## config.mk

```make
export PLATFORM = sky130hd
export DESIGN_NAME = decim_share_sched_flat
export DESIGN_NICKNAME = d
export VERILOG_FILES = /design/src/rtl/decim_share_sched_if.sv /design/src/rtl/decim_share_sched.sv /design/src/flat_wrapper.sv
export SDC_FILE = /design/constraint.sdc
export NUM_CORES = 1
export LEC_CHECK = 0
export CAP_MARGIN = 30
export CORE_UTILIZATION = 43
export CTS_BUF_LIST = sky130_fd_sc_hd__clkbuf_4
export CTS_CLUSTER_SIZE = 10
export DETAILED_ROUTE_END_ITERATION = 7
export DONT_BUFFER_PORTS = 1
export GPL_TIMING_DRIVEN = 0
export RECOVER_POWER = 50
export SYNTH_ARGS = -nofsm -noshare
export SYNTH_HDL_FRONTEND = slang
export SYNTH_SLANG_ARGS = --single-unit
```

## constraint.sdc

```tcl
create_clock -name clock -period 1.65 [get_ports clock]
set_input_delay 0.165 -clock clock [delete_from_list [all_inputs] [get_ports clock]]
set_output_delay 0.165 -clock clock [all_outputs]
set_load 0.03 [all_outputs]
```

## src/rtl/decim_share_sched_if.sv

```systemverilog
// -----------------------------------------------------------------------------
// decim_share_sched_if
//   Bundle of the request side (per-channel req / data / shift count / grant)
//   and the result side (data_out / out_ch / out_valid / out_ready / busy) of
//   the shared decimation scheduler.
//
//   Modports:
//     master : drives req, data_in, shift_amt, out_ready (channels + downstream)
//     slave  : drives grant, data_out, out_ch, out_valid, busy (the scheduler)
//
//   Parameters must match those of the decim_share_sched instance it connects.
// -----------------------------------------------------------------------------
interface decim_share_sched_if #(
  parameter int WORD_LENGTH = 8,
  parameter int N_CH        = 4,
  parameter int CH_W        = 2,
  parameter int SHIFT_W     = 3
) ();

  logic [N_CH-1:0]             req;
  logic [N_CH*WORD_LENGTH-1:0] data_in;
  logic [N_CH*SHIFT_W-1:0]     shift_amt;
  logic [N_CH-1:0]             grant;
  logic [WORD_LENGTH-1:0]      data_out;
  logic [CH_W-1:0]             out_ch;
  logic                        out_valid;
  logic                        out_ready;
  logic                        busy;

  modport master (
    output req, data_in, shift_amt, out_ready,
    input  grant, data_out, out_ch, out_valid, busy
  );

  modport slave (
    input  req, data_in, shift_amt, out_ready,
    output grant, data_out, out_ch, out_valid, busy
  );

endinterface

```

## src/rtl/decim_share_sched.sv

```systemverilog
// -----------------------------------------------------------------------------
// decim_share_sched
//   Time-shares one logical shift-right decimation datapath among N_CH
//   channels. In IDLE the scheduler picks one requesting channel, loads its
//   word and shift count, pulses that channel's grant for one cycle, shifts
//   right by one bit per cycle for the requested count, then holds the result
//   with out_valid until out_ready is seen.
//
//   Ports:
//     clock : rising-edge clock
//     reset : synchronous, active-high reset (discards any transaction)
//     bus   : decim_share_sched_if.slave
//               req/data_in/shift_amt in, grant out   (channel side)
//               data_out/out_ch/out_valid out, out_ready in, busy out
//
//   Configuration macro:
//     DECIM_SHARE_SCHED_RR_EN
//       defined   : round-robin arbitration, search starts at pointer+1
//       undefined : fixed priority, lowest channel index wins
//
//   Throughput is one transaction per (shift + 2) cycles at best: the
//   OUTPUT -> IDLE return always costs one cycle before the next load.
// -----------------------------------------------------------------------------
module decim_share_sched #(
  parameter int WORD_LENGTH = 8,
  parameter int N_CH        = 4,
  parameter int CH_W        = 2,
  parameter int SHIFT_W     = 3
) (
  input  logic                 clock,
  input  logic                 reset,
  decim_share_sched_if.slave   bus
);

  typedef enum logic [1:0] {
    IDLE   = 2'd0,
    SHIFT  = 2'd1,
    OUTPUT = 2'd2
  } state_t;

  state_t                 r_state;
  logic [WORD_LENGTH-1:0] r_data;
  logic [SHIFT_W-1:0]     r_cnt;
  logic [CH_W-1:0]        r_out_ch;
  logic [N_CH-1:0]        r_grant;
  logic                   r_out_valid;
  logic                   r_busy;

  logic                   w_any_req;
  logic [CH_W-1:0]        w_win;
  logic [WORD_LENGTH-1:0] w_win_data;
  logic [SHIFT_W-1:0]     w_win_shift;

`ifdef DECIM_SHARE_SCHED_RR_EN
  // Last granted channel; resets to N_CH-1 so channel 0 is searched first.
  // Only the round-robin search reads it, so the fixed-priority build has
  // no pointer register at all.
  logic [CH_W-1:0]        r_ptr;
  logic [CH_W-1:0]        w_idx;
`endif

  // ---------------------------------------------------------------------------
  // Arbitration. Loops run from the lowest to the highest search priority so
  // that the last assignment made is the winner.
  // ---------------------------------------------------------------------------
  always_comb begin
    // NOTE: every output of a combinational block gets a default first, so no
    // path through the block leaves it unassigned and no latch is inferred.
    w_any_req = |bus.req;
    w_win     = '0;
`ifdef DECIM_SHARE_SCHED_RR_EN
    w_idx     = '0;
    // Offset N_CH-1 from pointer+1 is the least preferred, offset 0 the most.
    for (int i = N_CH - 1; i >= 0; i--) begin
      w_idx = CH_W'((int'(r_ptr) + 1 + i) % N_CH);
      if (bus.req[w_idx]) w_win = w_idx;
    end
`else
    for (int c = N_CH - 1; c >= 0; c--) begin
      if (bus.req[c]) w_win = CH_W'(c);
    end
`endif
  end

  // Word and shift count of the winning channel.
  always_comb begin
    w_win_data  = '0;
    w_win_shift = '0;
    for (int c = 0; c < N_CH; c++) begin
      if (w_win == CH_W'(c)) begin
        w_win_data  = bus.data_in[c*WORD_LENGTH +: WORD_LENGTH];
        w_win_shift = bus.shift_amt[c*SHIFT_W +: SHIFT_W];
      end
    end
  end

  // ---------------------------------------------------------------------------
  // Scheduler FSM with registered outputs.
  // ---------------------------------------------------------------------------
  // NOTE: all state here updates with non-blocking assignments so every
  // register samples pre-edge values regardless of statement order.
  always_ff @(posedge clock) begin
    if (reset) begin
      r_state     <= IDLE;
      r_data      <= '0;
      r_cnt       <= '0;
      r_out_ch    <= '0;
      r_grant     <= '0;
      r_out_valid <= 1'b0;
      r_busy      <= 1'b0;
`ifdef DECIM_SHARE_SCHED_RR_EN
      r_ptr       <= CH_W'(N_CH - 1);
`endif
    end else begin
      // Grant is a single-cycle pulse on the load edge only.
      r_grant <= '0;

      unique case (r_state)
        IDLE: begin
          if (w_any_req) begin
            r_data   <= w_win_data;
            r_cnt    <= w_win_shift;
            r_out_ch <= w_win;
            r_grant  <= N_CH'(1) << w_win;
            r_busy   <= 1'b1;
`ifdef DECIM_SHARE_SCHED_RR_EN
            r_ptr    <= w_win;
`endif
            if (w_win_shift != '0) begin
              r_state <= SHIFT;
            end else begin
              r_state     <= OUTPUT;
              r_out_valid <= 1'b1;
            end
          end
        end

        SHIFT: begin
          // Logical shift: zero fill, so shifting past the word width gives 0.
          r_data <= r_data >> 1;
          r_cnt  <= r_cnt - SHIFT_W'(1);
          if (r_cnt == SHIFT_W'(1)) begin
            r_state     <= OUTPUT;
            r_out_valid <= 1'b1;
          end
        end

        OUTPUT: begin
          if (bus.out_ready) begin
            r_out_valid <= 1'b0;
            r_busy      <= 1'b0;
            r_state     <= IDLE;
          end
        end

        default: begin
          r_state     <= IDLE;
          r_out_valid <= 1'b0;
          r_busy      <= 1'b0;
        end
      endcase
    end
  end

  assign bus.grant     = r_grant;
  assign bus.data_out  = r_data;
  assign bus.out_ch    = r_out_ch;
  assign bus.out_valid = r_out_valid;
  assign bus.busy      = r_busy;

endmodule
```

## src/flat_wrapper.sv

```systemverilog
// flat-port wrapper written by rule: the top's interface ports become plain ports
module decim_share_sched_flat 
#(
  parameter int WORD_LENGTH = 8,
  parameter int N_CH        = 4,
  parameter int CH_W        = 2,
  parameter int SHIFT_W     = 3
)
  (clock, reset, bus_req, bus_data_in, bus_shift_amt, bus_out_ready, bus_grant, bus_data_out, bus_out_ch, bus_out_valid, bus_busy);
  decim_share_sched_if #(.WORD_LENGTH(WORD_LENGTH), .N_CH(N_CH), .CH_W(CH_W), .SHIFT_W(SHIFT_W)) bus_i ();
  input  logic clock;
  input  logic reset;
  input wire logic [$bits(bus_i.req)-1:0] bus_req;
  input wire logic [$bits(bus_i.data_in)-1:0] bus_data_in;
  input wire logic [$bits(bus_i.shift_amt)-1:0] bus_shift_amt;
  input wire logic [$bits(bus_i.out_ready)-1:0] bus_out_ready;
  output wire logic [$bits(bus_i.grant)-1:0] bus_grant;
  output wire logic [$bits(bus_i.data_out)-1:0] bus_data_out;
  output wire logic [$bits(bus_i.out_ch)-1:0] bus_out_ch;
  output wire logic [$bits(bus_i.out_valid)-1:0] bus_out_valid;
  output wire logic [$bits(bus_i.busy)-1:0] bus_busy;
  assign bus_i.req = bus_req;
  assign bus_i.data_in = bus_data_in;
  assign bus_i.shift_amt = bus_shift_amt;
  assign bus_i.out_ready = bus_out_ready;
  assign bus_grant = bus_i.grant;
  assign bus_data_out = bus_i.data_out;
  assign bus_out_ch = bus_i.out_ch;
  assign bus_out_valid = bus_i.out_valid;
  assign bus_busy = bus_i.busy;
  decim_share_sched #(.WORD_LENGTH(WORD_LENGTH), .N_CH(N_CH), .CH_W(CH_W), .SHIFT_W(SHIFT_W)) u_core (.clock(clock), .reset(reset), .bus(bus_i));
endmodule
```

# Word level (Yosys, flattened, before mapping)
# Cells that the tools add are included.
dict set report op_classes {
  n_addsub 1
  eq_ne 10
  shifts 1
  muxes 28
  n_bitwise 3
  reduce_logical 11
}
# operator n
set ops {}
lappend ops {{$mux W8} 5}
lappend ops {{$mux W2} 8}
lappend ops {{$pmux W8 S2} 1}
lappend ops {{$mux W3} 5}
lappend ops {{$eq A2 B2 Y1 const B} 3}
lappend ops {{$pmux W1 S3} 2}
lappend ops {{$pmux W2 S3} 1}
lappend ops {{$pmux W3 S2} 1}
lappend ops {{$reduce_and A3 Y1} 2}
lappend ops {{$mux W1} 5}
lappend ops {{$eq A2 B1 Y1 const B} 2}
lappend ops {{$logic_not A2 Y1} 2}
lappend ops {{$ne A2 B1 Y1 const B} 2}
lappend ops {{$ne A2 B2 Y1 const B} 2}
lappend ops {{$reduce_and A2 Y1} 2}
lappend ops {{$reduce_and A4 Y1} 1}
lappend ops {{$reduce_or A4 Y1} 1}
lappend ops {{$shl A1 B2 Y4 const A} 1}
lappend ops {{$eq A3 B1 Y1 const B} 1}
lappend ops {{$not A1 Y1} 3}
lappend ops {{$reduce_bool A3 Y1} 1}
lappend ops {{$reduce_or A3 Y1} 1}
lappend ops {{$sub A3 B1 Y3 const B} 1}
lappend ops {{$reduce_bool A2 Y1} 1}
dict set report word_totals {
  ff_bits 21
  output_inout_bits 16
  word_cells 61
}

# Logic depth before layout (Yosys ltp)
dict set report depth {
  word_depth 13
  depth_mapped 7
}

# Least setup slack after synthesis
# No wires, ideal clock.
dict set report synth_path {
  path_type {register to register}
  start {reg u_core.r_state[0]}
  end {reg u_core.r_data[1], in the netlist u_core.bus.data_out[1]}
  setup_ns 0.069
  t_arrival_ns 1.309
  path_slack_ns 0.272
  stages_incl_launch_ff 7
  path_buffers 3
  period_less_slack_ns 1.378
  cell_sequence {dfxtp_1 buf_2 or3_1 buf_6 buf_6 a21o_1 a21oi_2}
}
dict set report synth_between {
  elab_chain_cells 3
  elab_cells_between_ends 6
}
# item line_no
set synth_lines {}
lappend synth_lines {{from (decl)} decim_share_sched.sv:41} ;# state_t r_state;
lappend synth_lines {{from (signal assigned)} decim_share_sched.sv:104} ;# r_state <= IDLE;
lappend synth_lines {{from (signal assigned)} decim_share_sched.sv:130} ;# r_state <= SHIFT;
lappend synth_lines {{from (signal assigned)} decim_share_sched.sv:132} ;# r_state <= OUTPUT;
lappend synth_lines {{$logic_not A2 Y1 / $eq A2 B1 Y1 (equally long branches)} decim_share_sched.sv:118} ;# unique case (r_state)
lappend synth_lines {{$ne A2 B1 Y1 (no source line) / $reduce_bool A2 Y1 (equally long branches)} n/a}
lappend synth_lines {{$reduce_and A2 Y1 (no source line)} n/a}
lappend synth_lines {{to (signal assigned)} decim_share_sched.sv:121} ;# r_data <= w_win_data;
lappend synth_lines {{to (signal assigned)} decim_share_sched.sv:140} ;# r_data <= r_data >> 1;
lappend synth_lines {{to (decl)} decim_share_sched.sv:42} ;# logic [WORD_LENGTH-1:0] r_data;
# Parallel ways exist; a longest one is shown, timed or not.
# A chain may end at the register's enable or synchronous reset.

# Worst setup path after layout
dict set report layout_path {
  start {reg u_core.r_state[0]}
  end {reg u_core.r_data[2], in the netlist u_core.bus.data_out[2]}
}
# Same word-level chain as after synthesis.

==> flow_metrics.tcl <==
set metrics [dict create \
    outcome "complete, no violations" \
    diodes 0 \
    timing.slew.headroom_pct 54.02 \
    mostFrequentLayoutCells "nand2_1, a21oi_1, dfxtp_1" \
    design_area_um2 1551 \
    maxSlewViolCount 0 \
    worstSetupPathType "flip-flop to flip-flop" \
    min_delay_path_depth 2 \
    drtIter0Drc 127 \
    cts_root_buffer "clkbuf_4" \
    syn-cell-area_um2 1458 \
    ys_ff_latch 21 \
    dieWidth_um 60.22 \
    max_freq_mhz 663.1 \
    routedWlPerCell_um 16.35 \
    r2r_slack_ps 140 \
    r2r-start "u_core.r_state[0]$_SDFFE_PP0P_" \
    tightest_slew_ps 689.7 \
    yosysTopAreaCell "dfxtp_1" \
    min_to "u_core.bus.grant[1]$_SDFF_PP0_" \
    core_um2 3128 \
    leakagePower_nw 0.5822 \
    required_ps 1890 \
    fin_util_pct 49.60 \
    rsz0062_at_grt "no" \
    clkTransAtPathRegs_ps 120 \
    max_cap_viol_count 0 \
    grt_pass1_wl_mm 6.223 \
    period_share_pct 91.39 \
    synth_top_area_share_pct 28.84 \
    drive_gt1_share_pct 16.04 \
    cts_buffers 3 \
    clk_latency_ps 300 \
    period_needed_ps 1508 \
    ios 67 \
    rr_endpoint "u_core.bus.data_out[2]$_SDFFE_PP0P_" \
    port_buffers 0 \
    syn_nets 236 \
    firstDrtPassIters 4 \
    antenna_found_initial 0 \
    path_common_cell "buf_6" \
    ys_types 49 \
    critPathMaxStageDelay_ps 400 \
    hold_class "input port to flip-flop" \
    crit_chain "buf_2 > or3_1 > buf_6 > buf_6 > a21o_1 > a21oi_2" \
    cts.path.max_buffers 2 \
    synth_edf_count 0 \
    initial_core_util_pct 46.60 \
    start_kind "flip-flop" \
    postSynth.asyncResetShare_pct 0 \
    fin_tns_setup_ps 0 \
    yosysWarningCount 0 \
    overflow 0 \
    endpoint_kind "flip-flop" \
    grt_pass1_vias 1377 \
    startpoint "u_core.r_state[0]$_SDFFE_PP0P_" \
    path_max_fanout 10 \
    synth_ff_type "dfxtp_1" \
    peakVddDrop_uv 591.2 \
    hold_start "bus_req[1]" \
    drc 0 \
    place_area_um2 1513 \
    synthCells 183 \
    hold_buffers 0 \
    final_common_cell "nand2_1" \
    clkSinkCount 21 \
    critPathBufInv 3 \
    rows 20 \
    arrival_ps 1750 \
    critical_path.top_delay_family "buffers and inverters" \
    syn_to_final_growth_pct 6.438 \
    finalSetupViolations 0 \
    r2r_cells 6 \
    synthTopCellsByArea "dfxtp_1, a21oi_1, nand2_1, and2b_1, o22ai_1" \
    grt_start_max_net_pins 13 \
    hpwl_mm 2.937 \
    final_net_count 241 \
    antenna_left 0 \
    cts_max_level 1 \
    die_y_um 60.22 \
    wl_mm 3.777 \
    viasPerCell 5.840 \
    skew_ps 2.004 \
    ys_seq_area_share_pct 28.84 \
    cts_tree "yes" \
    dieArea_um2 3626 \
    powerDensity_nw_per_um2 998.1 \
    grtUsageTotal_pct 23.30 \
    vias 1349 \
    cp_slowest_cell "or3_1" \
    hold_violations 0 \
    place_congestion 0.8000 \
    postSynthAreaPerCell_um2 7.965 \
]
[power breakdown]
group / switching (W) / total (W) / internal [W]
Combinational: 0.000308 / 0.000553 / 0.000245
Sequential: 0.000163 / 0.000748 / 0.000585
Clock: 0.000157 / 0.000247 / 0.0000904
[layout make-up]
cell class              count  area, um2
multi-input cells         142      928.4
clock buffers               3      22.52
plain buffers              13      93.84
flip-flops and latches     21      420.4
inverters                   7      26.28
clock inverters             1      5.005
well taps                  44      55.05
fillers                   324       1577
[metal layers]
| metal | track usage [%] | vias to the layer above | routed length [um] |
|---|---|---|---|
| met2 | 42.23 | 43 | 1956 |
| li1 | - | 669 | - |
| met4 | 2.990 | 0 | 13 |
| met3 | 6.061 | 2 | 230 |
| met1 | 27.88 | 635 | 1577 |
| met5 | 0 | - | 0 |
[stage by stage]
stage / setup WS, ps / total power (W) / std cells / hold slack [ps]
after floorplan: 272.0 / 0.001191 / 183 / 314.5
after global placement: 130.1 / 0.001283 / 227 / 358.9
after detailed placement: 80.06 / 0.001304 / 227 / 368.6
after CTS: 36.93 / 0.001552 / 231 / 30.49
after global routing: 63.43 / 0.001663 / 231 / 20.91
final: 142.0 / 0.001549 / 231 / 34.28
[repair_timing]
item,CTS,global route
gates resized for setup,0,4
setup endpoints to repair,0,9
buffers inserted,0,0
[cells in the mapped netlist (2+ instances only)]
master and count:
mux2i_1 2, buf_2 2, nor4b_1 2, a21oi_2 5, buf_6 5, ha_1 2, a21o_1 8, clkbuf_1 4
nand3b_1 3, a22oi_1 7, or3_1 2, nor2_1 10, and2b_1 9, dfxtp_1 21, a21oi_1 21, o22ai_1 10
inv_1 6, nor3_1 3, nand2_1 26, nand2b_1 5, nor4_1 2
[registers in the layout, summed over array words and instances (netlist names)]
| name | flops |
|---|---|
| u_core.bus.out_ch | 2 |
| u_core.bus.busy | 1 |
| u_core.r_cnt | 3 |
| u_core.bus.data_out | 8 |
| u_core.bus.out_valid | 1 |
| u_core.r_state | 2 |
| u_core.bus.grant | 4 |
[how the worst max path moves through the flow]
stage / endpoint / slack (ps) / cells after the start
4_1_cts: u_core.bus.data_out[5]$_SDFFE_PP0P_ / 40 / 5
5_1_grt: u_core.bus.data_out[2]$_SDFFE_PP0P_ / 60 / 6
2_1_floorplan: u_core.bus.data_out[1]$_SDFFE_PP0P_ / 270 / 6
3_5_place_dp: u_core.r_cnt[2]$_SDFFE_PP0P_ / 80 / 6
6_report: u_core.bus.data_out[2]$_SDFFE_PP0P_ / 140 / 6
3_3_place_gp: u_core.r_cnt[2]$_SDFFE_PP0P_ / 130 / 6
[logic make-up after synthesis]
group	synth area share [%]
simple gates	28.58
compound gates	31.33
flops	28.84
buf+inv	8.154
mux	1.373
fa+ha+maj	1.716
(Power assumes the default switching activity.)
